**config.mk**
```make
export PLATFORM = sky130hd
export DESIGN_NAME = peripheral_noc_packet_tx
export DESIGN_NICKNAME = d
export VERILOG_FILES = /design/src/rtl/peripheral_noc_packet_tx.sv
export SDC_FILE = /design/constraint.sdc
export NUM_CORES = 1
export LEC_CHECK = 0
export CORE_ASPECT_RATIO = 1.4
export CORE_UTILIZATION = 37
export DETAILED_ROUTE_END_ITERATION = 6
export GPL_ROUTABILITY_DRIVEN = 0
export HOLD_SLACK_MARGIN = 0.02
export PLACE_DENSITY_LB_ADDON = 0.3
export SYNTH_ARGS = -nofsm -noshare
export SYNTH_HDL_FRONTEND = slang
export SYNTH_SLANG_ARGS = --single-unit
```
**constraint.sdc**
```tcl
create_clock -name clk -period 1.5 [get_ports clk]
set_input_delay 0.225 -clock clk [delete_from_list [all_inputs] [get_ports clk]]
set_output_delay 0.225 -clock clk [all_outputs]
set_load 0.01 [all_outputs]
```
**src/rtl/peripheral_noc_packet_tx.sv**
```systemverilog
// Packet transmitter for the peripheral NoC.
// Accepts a descriptor (dest, class, length) and a payload word stream, then
// emits one header flit, the payload flits, and marks the final flit with last.
// Optional build macro PERIPHERAL_NOC_PACKET_TX_CHECKSUM_EN appends an XOR
// checksum flit after the payload.

module peripheral_noc_packet_tx #(
  parameter int unsigned FLIT_WIDTH  = 32,
  parameter int unsigned DEST_WIDTH  = 5,
  parameter int unsigned CLASS_WIDTH = 3,
  parameter int unsigned MAX_LEN     = 16,
  parameter int unsigned LW          = $clog2(MAX_LEN + 1)
) (
  input  logic                   clk,
  input  logic                   rst,
  input  logic [DEST_WIDTH-1:0]  req_dest,
  input  logic [CLASS_WIDTH-1:0] req_class,
  input  logic [LW-1:0]          req_len,
  input  logic                   req_valid,
  output logic                   req_ready,
  input  logic [FLIT_WIDTH-1:0]  pl_data,
  input  logic                   pl_valid,
  output logic                   pl_ready,
  output logic [FLIT_WIDTH-1:0]  out_flit,
  output logic                   out_last,
  output logic                   out_valid,
  input  logic                   out_ready,
  output logic                   busy,
  output logic                   len_err
);

  // Header fields must fit in one flit.
  if (DEST_WIDTH + CLASS_WIDTH + LW > FLIT_WIDTH) begin : g_cfg_width_check
    $fatal(1, "peripheral_noc_packet_tx: header fields exceed FLIT_WIDTH");
  end
  if (MAX_LEN < 1) begin : g_cfg_len_check
    $fatal(1, "peripheral_noc_packet_tx: MAX_LEN must be at least 1");
  end

`ifdef PERIPHERAL_NOC_PACKET_TX_CHECKSUM_EN
  typedef enum logic [1:0] {StIdle, StPayload, StChk} state_e;
`else
  typedef enum logic [0:0] {StIdle, StPayload} state_e;
`endif

  localparam logic [LW-1:0] MaxLen = LW'(MAX_LEN);

  state_e                 state_q, state_d;
  logic [LW-1:0]          remaining_q, remaining_d;
  logic [FLIT_WIDTH-1:0]  out_flit_q, out_flit_d;
  logic                   out_last_q, out_last_d;
  logic                   out_valid_q, out_valid_d;
  logic                   len_err_q, len_err_d;
`ifdef PERIPHERAL_NOC_PACKET_TX_CHECKSUM_EN
  logic [FLIT_WIDTH-1:0]  csum_q, csum_d;
`endif

  logic                   load_ok;
  logic [LW-1:0]          eff_len;
  logic [FLIT_WIDTH-1:0]  header;
  logic                   req_ready_raw;
  logic                   pl_ready_raw;

  // Header assembly from the live descriptor; only used on the accept cycle.
  always_comb begin
    eff_len = (req_len > MaxLen) ? MaxLen : req_len;
    header  = '0;
    header[FLIT_WIDTH-1 -: DEST_WIDTH]              = req_dest;
    header[FLIT_WIDTH-DEST_WIDTH-1 -: CLASS_WIDTH]  = req_class;
    header[LW-1:0]                                  = eff_len;
  end

  // Next-state and handshake logic.
  always_comb begin
    load_ok       = ~out_valid_q | out_ready;
    state_d       = state_q;
    remaining_d   = remaining_q;
    out_flit_d    = out_flit_q;
    out_last_d    = out_last_q;
    out_valid_d   = out_valid_q;
    len_err_d     = 1'b0;
    req_ready_raw = 1'b0;
    pl_ready_raw  = 1'b0;
`ifdef PERIPHERAL_NOC_PACKET_TX_CHECKSUM_EN
    csum_d        = csum_q;
`endif

    // Held flit consumed and nothing new loaded: drop valid.
    if (load_ok) out_valid_d = 1'b0;

    case (state_q)
      StIdle: begin
        req_ready_raw = load_ok;
        if (req_valid && load_ok) begin
          out_flit_d  = header;
          out_valid_d = 1'b1;
          len_err_d   = (req_len > MaxLen);
          remaining_d = eff_len;
`ifdef PERIPHERAL_NOC_PACKET_TX_CHECKSUM_EN
          csum_d      = header;
          out_last_d  = 1'b0;
          state_d     = (eff_len == '0) ? StChk : StPayload;
`else
          out_last_d  = (eff_len == '0);
          state_d     = (eff_len == '0) ? StIdle : StPayload;
`endif
        end
      end
      StPayload: begin
        pl_ready_raw = load_ok;
        if (pl_valid && load_ok) begin
          out_flit_d  = pl_data;
          out_valid_d = 1'b1;
          remaining_d = remaining_q - LW'(1);
`ifdef PERIPHERAL_NOC_PACKET_TX_CHECKSUM_EN
          csum_d      = csum_q ^ pl_data;
          out_last_d  = 1'b0;
          if (remaining_q == LW'(1)) state_d = StChk;
`else
          out_last_d  = (remaining_q == LW'(1));
          if (remaining_q == LW'(1)) state_d = StIdle;
`endif
        end
      end
`ifdef PERIPHERAL_NOC_PACKET_TX_CHECKSUM_EN
      StChk: begin
        if (load_ok) begin
          out_flit_d  = csum_q;
          out_last_d  = 1'b1;
          out_valid_d = 1'b1;
          state_d     = StIdle;
        end
      end
`endif
      default: state_d = StIdle;
    endcase
  end

  // State and output registers with synchronous reset.
  always_ff @(posedge clk) begin
    if (rst) begin
      state_q     <= StIdle;
      remaining_q <= '0;
      out_flit_q  <= '0;
      out_last_q  <= 1'b0;
      out_valid_q <= 1'b0;
      len_err_q   <= 1'b0;
`ifdef PERIPHERAL_NOC_PACKET_TX_CHECKSUM_EN
      csum_q      <= '0;
`endif
    end else begin
      state_q     <= state_d;
      remaining_q <= remaining_d;
      out_flit_q  <= out_flit_d;
      out_last_q  <= out_last_d;
      out_valid_q <= out_valid_d;
      len_err_q   <= len_err_d;
`ifdef PERIPHERAL_NOC_PACKET_TX_CHECKSUM_EN
      csum_q      <= csum_d;
`endif
    end
  end

  // Readies are masked while reset is asserted so nothing is accepted then.
  assign req_ready = req_ready_raw & ~rst;
  assign pl_ready  = pl_ready_raw & ~rst;
  assign out_flit  = out_flit_q;
  assign out_last  = out_last_q;
  assign out_valid = out_valid_q;
  assign len_err   = len_err_q;
  assign busy      = (state_q != StIdle) | out_valid_q;

endmodule

```
==> impl_metrics.json, run 1 <==
{
  "post_cts.repair.setup_buffers": 0,
  "cts_hold_buf": 0,
  "area_growth_pct": 66.1,
  "rsz0062_at_grt": "no",
  "fin_crit_ns": 1.47,
  "io_buffers": 87,
  "grt_max_degree": 25,
  "hold_path.startpoint": "out_flit[14]",
  "die_h_um": 86.9,
  "crit_family": "flip-flops",
  "pre_cts_ws_ns": -0.282,
  "grt_pass1_wl_um": 9760,
  "yosysWarnings": 0,
  "fp-row-count": 30,
  "layout_common_cells": "clkdlybuf4s50_1 (83), dfxtp_1 (40), a21oi_1 (37)",
  "clk_pin_slew_ns": 0.08,
  "syn-num-nets": 264,
  "drive_above_1_share_pct": 17.9,
  "cts_made_buffers": 5,
  "startpoint": "state_q",
  "vias": 2107,
  "htreeDepth": 2,
  "hp-class": "register to register",
  "cp_max_fo": 6,
  "finalMaxSlewViolations": 0,
  "slowest_stage": "dfxtp_2",
  "antenna_found_initial": 0,
  "multiInputGateArea_um2": 968,
  "drc_errors": 0,
  "final_common_cell": "clkdlybuf4s50_1",
  "ctsRootBufferMaster": "clkbuf_8",
  "syn_avg_cell_area_um2": 8.98,
  "wl_um": 5950,
  "nNetsFinal": 370,
  "layout_setup_ws_ns": 0.0311,
  "cp_slowest_stage_delay_ns": 0.35,
  "start_kind": "register",
  "final_cell_count_no_fill": 382,
  "dpl.hpwl_um": 4160,
  "synth_seq_cells": 41,
  "track_usage_pct": 22.6,
  "start_util_pct": 39.0,
  "drt_iter0_markers": 97,
  "dieArea_mm2": 0.00544,
  "synth_top_area_share_pct": 43.1,
  "netlist_area_mm2": 0.00190,
  "reg2reg_from": "remaining_q[1]",
  "min_path_cells": 2,
  "drv_cap": 0,
  "hold_viol_final": 0,
  "skew_ns": 0.00254,
  "synthFlopType": "dfxtp_1",
  "synth_edf_count": 0,
  "maxSlewHeadroom_pct": 74.9,
  "ant_nets": 0,
  "async_flop_share_pct": 0,
  "viasPerCell": 5.52,
  "arrival_ns": 1.24,
  "timing.fmax_ghz": 0.681,
  "grt-ovfl-total": 0,
  "cts_tree": "yes",
  "dr.pass1.iters": 4,
  "ys_seq_area_share_pct": 43.1,
  "dp_cells": 375,
  "max-vdd-ir-drop_mv": 0.635,
  "core_area_mm2": 0.00488,
  "synth_top_area_cell": "dfxtp_1",
  "power_density_mw_per_mm2": 923,
  "path_class": "register to output pin",
  "synthCells": 212,
  "fp.dieW_um": 62.6,
  "critical_path.endpoint_type": "output pin",
  "netlist_top_cells_area": "dfxtp_1 (43%), a21oi_1 (9.7%), a211oi_1 (6.3%)",
  "ys_types": 41,
  "grt_pass1_vias": 2065,
  "finalSetupViolCount": 0,
  "fillCellCount": 414,
  "crit_cells": 2,
  "register_area_um2": 822,
  "status": "finished clean",
  "post-route-period-util_pct": 97.9,
  "path_buf_inv": 1,
  "clock_path_buffers": 2,
  "cp.required_ns": 1.27,
  "ioPinCount": 88,
  "clk_latency_ns": 0.29,
  "routedWlPerCell_um": 15.6,
  "worst_pin_slew_ns": 0.366,
  "ff2ff_path_depth": 5,
  "p_leak_nw": 1.15,
  "crit_chain": "or2_2, dlygate4sd2_1",
  "diodes": 0,
  "cts_sinks": 41
}
==> worst min-delay path: cells and delay by family, from the launching register on <==
family / cells / cell delay, ns
DFF: 1 / 0.31
AOI/OAI and AO/OA: 2 / 0.13
==> layout make-up <==
| type | count | area share [%] |
|---|---|---|
| Timing Repair Buffer | 122 | 36.7 |
| Multi-Input combinational cell | 141 | 30.6 |
| Sequential cell | 41 | 26.0 |
| Tap cell | 64 | 2.53 |
| Clock buffer | 5 | 2.18 |
| Inverter | 7 | 0.831 |
| Clock inverter | 2 | 1.11 |
==> layer usage <==
layer	GRT usage (%)	up-vias	share of wire [%]
li1	-	1020	-
met1	26.5	1003	41
met2	39.5	70	52
met3	4.71	14	4.9
met4	9.94	0	2.3
met5	0	-	0
==> power by group <==
group | internal, W | switching [W]
Sequential | 0.00117 | 0.0000493
Clock | 0.000484 | 0.000379
Combinational | 0.000469 | 0.000369
==> worst paths after layout <==
check                   end  slack [ns]
max                    busy        0.03
min            out_flit[14]        0.48
max reg2reg  remaining_q[4]        0.06
min reg2reg    out_flit[14]        0.48
==> flip-flops by register name (all words and copies together) (netlist names) <==
register / flops
remaining_q: 5
out_valid: 1
state_q: 1
out_flit: 32
out_last: 1
len_err: 1
==> timing repair <==
action                     CTS  global route
pin swaps                    0             1
setup endpoints to repair    5            15
resized for setup            8             7
==> metrics by stage <==
| stage | util (%) | cell area [µm²] | hold slack [ns] | setup TNS, ns | power [W] |
|---|---|---|---|---|---|
| finish | 64.8 | 3160 | 0.478 | 0 | 0.00292 |
| global route | 64.8 | 3160 | 0.506 | 0 | 0.00305 |
| CTS | 64.2 | 3130 | 0.478 | 0 | 0.00292 |
| detailed placement | 62.0 | 3030 | 0.467 | -3.35 | 0.00206 |
| global placement | 62.0 | 3030 | 0.460 | -3.03 | 0.00205 |
| floorplan | - | 1900 | 0.344 | 0 | 0.00161 |
==> cells by family after synthesis <==
logic type	after synthesis	share of synthesized area [%]
AO/OA/AOI/OAI	92	29.4
flip-flops	41	43.1
AND/OR/NAND/NOR	37	12.3
buffers and inverters	30	7.69
multiplexers	10	6.18
adder cells (fa/ha/maj)	2	1.31
==> Yosys cell counts, drive strengths merged, types with 2 or more instances <==
master,number
nand2,2
nand4,19
nor2b,4
mux2i,9
dfxtp,41
a32oi,2
a31oi,2
o21ai,20
o311ai,2
nor4,2
a22oi,4
ha,2
a211oi,16
nor3,2
buf,12
nor2,2
a21oi,37
a2bb2oi,2
inv,7
clkbuf,11
(Power assumes the default switching activity.)
==> inputs of run 2 (changes only) <==
--- a/config.mk
+++ b/config.mk
@@ -6,7 +6,8 @@
 export NUM_CORES = 1
 export LEC_CHECK = 0
 export CORE_ASPECT_RATIO = 1.4
-export CORE_UTILIZATION = 37
+export CORE_MARGIN = 2
+export CORE_UTILIZATION = 44
 export DETAILED_ROUTE_END_ITERATION = 6
 export GPL_ROUTABILITY_DRIVEN = 0
 export HOLD_SLACK_MARGIN = 0.02
==> constraint.sdc (replaced) <==
create_clock -name clk -period 1.9 [get_ports clk]
set_input_delay 0.285 -clock clk [delete_from_list [all_inputs] [get_ports clk]]
set_output_delay 0.285 -clock clk [all_outputs]
set_load 0.01 [all_outputs]
==> impl_metrics.json, run 2 (synthesis gave the netlist of run 1 again) <==
{
  "status": "finished clean",
  "fin_setup_tns_ns": 0,
  "dr.pass1.iters": 4,
  "start_kind": "input port",
  "vias": 1989,
  "diodes": 0,
  "grt_max_degree": 41,
  "wl_um": 5390,
  "drt_iter0_markers": 103,
  "antenna_found_initial": 0,
  "switching_share_pct": 28.7,
  "pwr-share-comb_pct": 27.3,
  "grt-ovfl-total": 0,
  "rsz0062_at_grt": "no",
  "pre_cts_ws_ns": 0.0448,
  "layout_setup_ws_ns": 0.0563,
  "cp.required_ns": 1.62,
  "ctsRootBufferMaster": "clkbuf_8",
  "grt_pass1_vias": 1966,
  "final_common_cell": "clkdlybuf4s50_1",
  "ant_nets": 0,
  "area_growth_pct": 52.2,
  "clock_path_buffers": 2,
  "viasPerCell": 5.85,
  "internal-power_w": 0.00148,
  "track_usage_pct": 24.1,
  "finalMaxSlewViolations": 0,
  "core_area_mm2": 0.00420,
  "routedWlPerCell_um": 15.9,
  "hp-class": "register to register",
  "hold_viol_final": 0,
  "skew_ns": 0.00369,
  "layout_common_cells": "clkdlybuf4s50_1 (85), dfxtp_1 (40), a21oi_1 (37)",
  "drv_cap": 0,
  "dieArea_mm2": 0.00487,
  "worst_pin_slew_ns": 0.425,
  "dpl.hpwl_um": 3790,
  "arrival_ns": 1.56,
  "critical_path.endpoint_type": "output pin",
  "max-vdd-ir-drop_mv": 0.493,
  "nNetsFinal": 346,
  "start_util_pct": 45.3,
  "largest_reg_flops": 32,
  "netSwitchingPower_w": 0.000596,
  "fp.dieW_um": 59.6,
  "fillCellCount": 372,
  "io_buffers": 87,
  "ff2ff_path_depth": 5,
  "final_area_mm2": 0.00290,
  "path_class": "input port to output pin",
  "timing.fmax_ghz": 0.542,
  "die_h_um": 81.8,
  "drive_above_1_share_pct": 8.81,
  "cts_sinks": 41,
  "cts_hold_buf": 0,
  "post-route-period-util_pct": 97.0,
  "power_density_mw_per_mm2": 718,
  "final_util_pct": 68.9,
  "min_path_cells": 2,
  "p_leak_nw": 1.03,
  "htreeDepth": 2,
  "drc_errors": 0,
  "cts_made_buffers": 5,
  "clk_latency_ns": 0.29,
  "grt_pass1_wl_um": 8970,
  "seq_power_share_pct": 46.2,
  "placed_area_mm2": 0.00281,
  "ioPinCount": 88,
  "clockPowerShare_pct": 26.6,
  "clk_pin_slew_ns": 0.08,
  "maxSlewHeadroom_pct": 70.9,
  "rrSetupSlack_ns": 0.27,
  "fp-row-count": 28,
  "cts_tree": "yes",
  "fin_crit_ns": 1.84,
  "cp_max_fo": 4,
  "finalSetupViolCount": 0
}
[run 2: cell types whose count changed in the layout (fill, tap and decap cells not counted), moves of 2 or more]
| cell | change |
|---|---|
| clkdlybuf4s50_1 | +2 |
| dlymetal6s2s_1 | +2 |
| dlygate4sd2_1 | -3 |
| buf_4 | -22 |
[run 2: area by class of cell]
cell class              instances  area (µm²)  area share, %
clock inverters                 2        10.0          0.346
repair buffers                 98         971           33.5
multi-input cells             141         938           32.4
inverters                       7        26.3          0.907
flip-flops and latches         41         822           28.4
well taps                      45        56.3           1.94
clock buffers                   6        72.6           2.51
[run 2: path summary, 6_finish.rpt]
kind,start,to
setup / recovery,out_ready,req_ready
hold / removal,out_flit[5],out_flit[5]
setup reg to reg,state_q,out_flit[21]
hold reg to reg,out_flit[5],out_flit[5]
[run 2: routing by layer]
| metal | share of wire [%] | global-route usage, % |
|---|---|---|
| met4 | 1.7 | 10.0 |
| met3 | 6.4 | 6.61 |
| met1 | 41 | 27.1 |
| met5 | 0 | 0 |
| met2 | 51 | 42.2 |
[run 2: stage by stage]
stage | cells | total power, W | hold slack (ns)
floorplan | 212 | 0.00127 | 0.404
global placement | 332 | 0.00154 | 0.458
detailed placement | 332 | 0.00155 | 0.465
CTS | 340 | 0.00210 | 0.478
global route | 340 | 0.00220 | 0.498
finish | 340 | 0.00208 | 0.478
[run 2: worst max-delay path, stage by stage]
cell and delay, ns:
clkdlybuf4s50_1 0.50, nor2b_2 0.07, nor3_1 0.13, clkdlybuf4s50_1 0.57
[run 2: power groups by stage]
stage | Combinational, W | Clock (W) | Sequential, W
floorplan | 0.000275 | 0 | 0.000995
global placement | 0.000565 | 0 | 0.000976
detailed placement | 0.000571 | 0 | 0.000978
CTS | 0.000572 | 0.000567 | 0.000959
global route | 0.000620 | 0.000612 | 0.000966
finish | 0.000567 | 0.000552 | 0.000960
[run 2: what timing repair did]
action,in CTS,in global routing
setup endpoints to repair,0,2
resized for setup,0,2
buffers inserted,0,0
endpoints found under the hold margin,0,0
==> inputs of run 3 (changes only) <==
--- a/config.mk
+++ b/config.mk
@@ -7,7 +7,7 @@
 export LEC_CHECK = 0
 export CORE_ASPECT_RATIO = 1.4
 export CORE_MARGIN = 2
-export CORE_UTILIZATION = 44
+export CORE_UTILIZATION = 39
 export DETAILED_ROUTE_END_ITERATION = 6
 export GPL_ROUTABILITY_DRIVEN = 0
 export HOLD_SLACK_MARGIN = 0.02
==> impl_metrics.json, run 3 (synthesis gave the netlist of run 1 again) <==
{
  "status": "finished clean",
  "max-vdd-ir-drop_mv": 0.343,
  "drt_iter0_markers": 81,
  "layout_common_cells": "clkdlybuf4s50_1 (85), dfxtp_1 (40), a21oi_1 (37)",
  "drc_errors": 0,
  "htreeDepth": 2,
  "path_buf_inv": 2,
  "vias": 1959,
  "viasPerCell": 5.44,
  "grt_pass1_wl_um": 8940,
  "timing.fmax_ghz": 0.539,
  "final_area_mm2": 0.00293,
  "path_class": "input port to output pin",
  "power_density_mw_per_mm2": 719,
  "start_kind": "input port",
  "clockPowerShare_pct": 27.4,
  "cts_tree": "yes",
  "largest_reg_flops": 32,
  "drv_cap": 0,
  "clk_pin_slew_ns": 0.07,
  "fp.dieW_um": 63.0,
  "cp_max_fo": 4,
  "hp-class": "register to register",
  "seq_power_share_pct": 45.6,
  "placed_area_mm2": 0.00284,
  "finalMaxSlewViolations": 0,
  "antenna_found_initial": 0,
  "crit_family": "buffers and inverters",
  "rrSetupSlack_ns": 0.30,
  "clk_latency_ns": 0.29,
  "die_h_um": 86.7,
  "slowest_stage": "clkdlybuf4s50_1",
  "ff2ff_path_depth": 5,
  "final_common_cell": "clkdlybuf4s50_1",
  "arrival_ns": 1.57,
  "core_area_mm2": 0.00477,
  "maxSlewHeadroom_pct": 71.9,
  "reg2reg_from": "remaining_q[0]",
  "reg2reg_to": "remaining_q[4]",
  "netSwitchingPower_w": 0.000587,
  "grt-ovfl-total": 0,
  "ctsRootBufferMaster": "clkbuf_8",
  "ant_nets": 0,
  "grt_max_degree": 28,
  "cts_sinks": 41,
  "post-route-period-util_pct": 97.7,
  "diodes": 0,
  "fin_crit_ns": 1.86,
  "internal-power_w": 0.00152,
  "cts_made_buffers": 5,
  "crit_chain": "clkdlybuf4s50_1, nor2b_2, nor3_1, clkdlybuf4s50_1",
  "track_usage_pct": 20.3,
  "wl_um": 5470,
  "cts_hold_buf": 0,
  "skew_ns": 0.00508,
  "critical_path.endpoint_type": "output pin",
  "crit_path_frequent_cell": "clkdlybuf4s50_1",
  "cp.required_ns": 1.62,
  "io_buffers": 87,
  "routedWlPerCell_um": 15.2,
  "finalSetupViolCount": 0,
  "grt_pass1_vias": 1902,
  "switching_share_pct": 27.9,
  "rsz0062_at_grt": "no",
  "dr.pass1.iters": 4,
  "worst_pin_slew_ns": 0.411,
  "p_leak_nw": 1.03,
  "post_cts.repair.setup_buffers": 0,
  "dpl.hpwl_um": 3930,
  "start_util_pct": 39.9,
  "pwr-share-comb_pct": 27.0,
  "nNetsFinal": 348,
  "dieArea_mm2": 0.00546,
  "cp_slowest_stage_delay_ns": 0.59,
  "clock_path_buffers": 2,
  "crit_cells": 4,
  "drive_above_1_share_pct": 9.12,
  "area_growth_pct": 53.8,
  "startpoint": "out_ready",
  "fin_setup_tns_ns": 0,
  "hold_viol_final": 0,
  "crit_path_end": "pl_ready",
  "fp-row-count": 30,
  "ioPinCount": 88
}
==> run 3: cell count changes in the layout (fill, tap and decap cells not counted), sizes merged <==
cell	previous run	this run
buf	11	13
clkbuf	6	7
clkinv	2	0
==> run 3: worst min-delay path, stage by stage, from the launching register on <==
cell and delay [ns]:
dfxtp_1 0.31, o21ai_0 0.07, a21oi_1 0.06
==> run 3: layout make-up <==
cell class / instances / area, µm²
timing repair buffer: 100 / 973
clock buffer: 7 / 86.3
inverter: 7 / 26.3
multi-input combinational: 141 / 938
fill: 421 / 1840
tap: 64 / 80.1
sequential: 41 / 822
==> run 3: worst min-delay path by stage <==
stage | start | to | slack (ns) | cells after the start
floorplan | req_valid | len_err | 0.40 | 2
global placement | out_flit[14] | out_flit[14] | 0.46 | 2
detailed placement | out_flit[10] | out_flit[10] | 0.47 | 2
CTS | out_flit[10] | out_flit[10] | 0.48 | 2
global route | out_flit[18] | out_flit[18] | 0.49 | 2
finish | out_flit[13] | out_flit[13] | 0.47 | 2
==> run 3: power groups by stage <==
stage / Sequential [W] / Clock [W] / Combinational, W
6_report: 0.000958 / 0.000577 / 0.000568
5_1_grt: 0.000966 / 0.000626 / 0.000614
3_5_place_dp: 0.000978 / 0 / 0.000571
2_1_floorplan: 0.000995 / 0 / 0.000275
3_3_place_gp: 0.000976 / 0 / 0.000567
4_1_cts: 0.000958 / 0.000592 / 0.000572
==> run 3: timing repair <==
| item | CTS | global route |
|---|---|---|
| setup endpoints to repair | 0 | 2 |
| endpoints found under the hold margin | 0 | 0 |
| resized for setup | 0 | 2 |
==> run 3: metal layers <==
metal | track usage, % | wire, µm
met1 | 24.4 | 2420
met2 | 35.2 | 2700
met3 | 3.90 | 234
met4 | 9.09 | 120
met5 | 0 | 0
==> run 3: stage by stage <==
stage	hold WS, ns	cells	utilization [%]	total power, W	setup WS (ns)
CTS	0.475	360	61.3	0.00212	0.0202
global route	0.487	360	61.4	0.00221	0.0301
global placement	0.457	353	59.5	0.00154	0.0628
finish	0.474	360	61.4	0.00210	0.0440
detailed placement	0.465	353	59.5	0.00155	0.0677
floorplan	0.404	212	-	0.00127	0.434
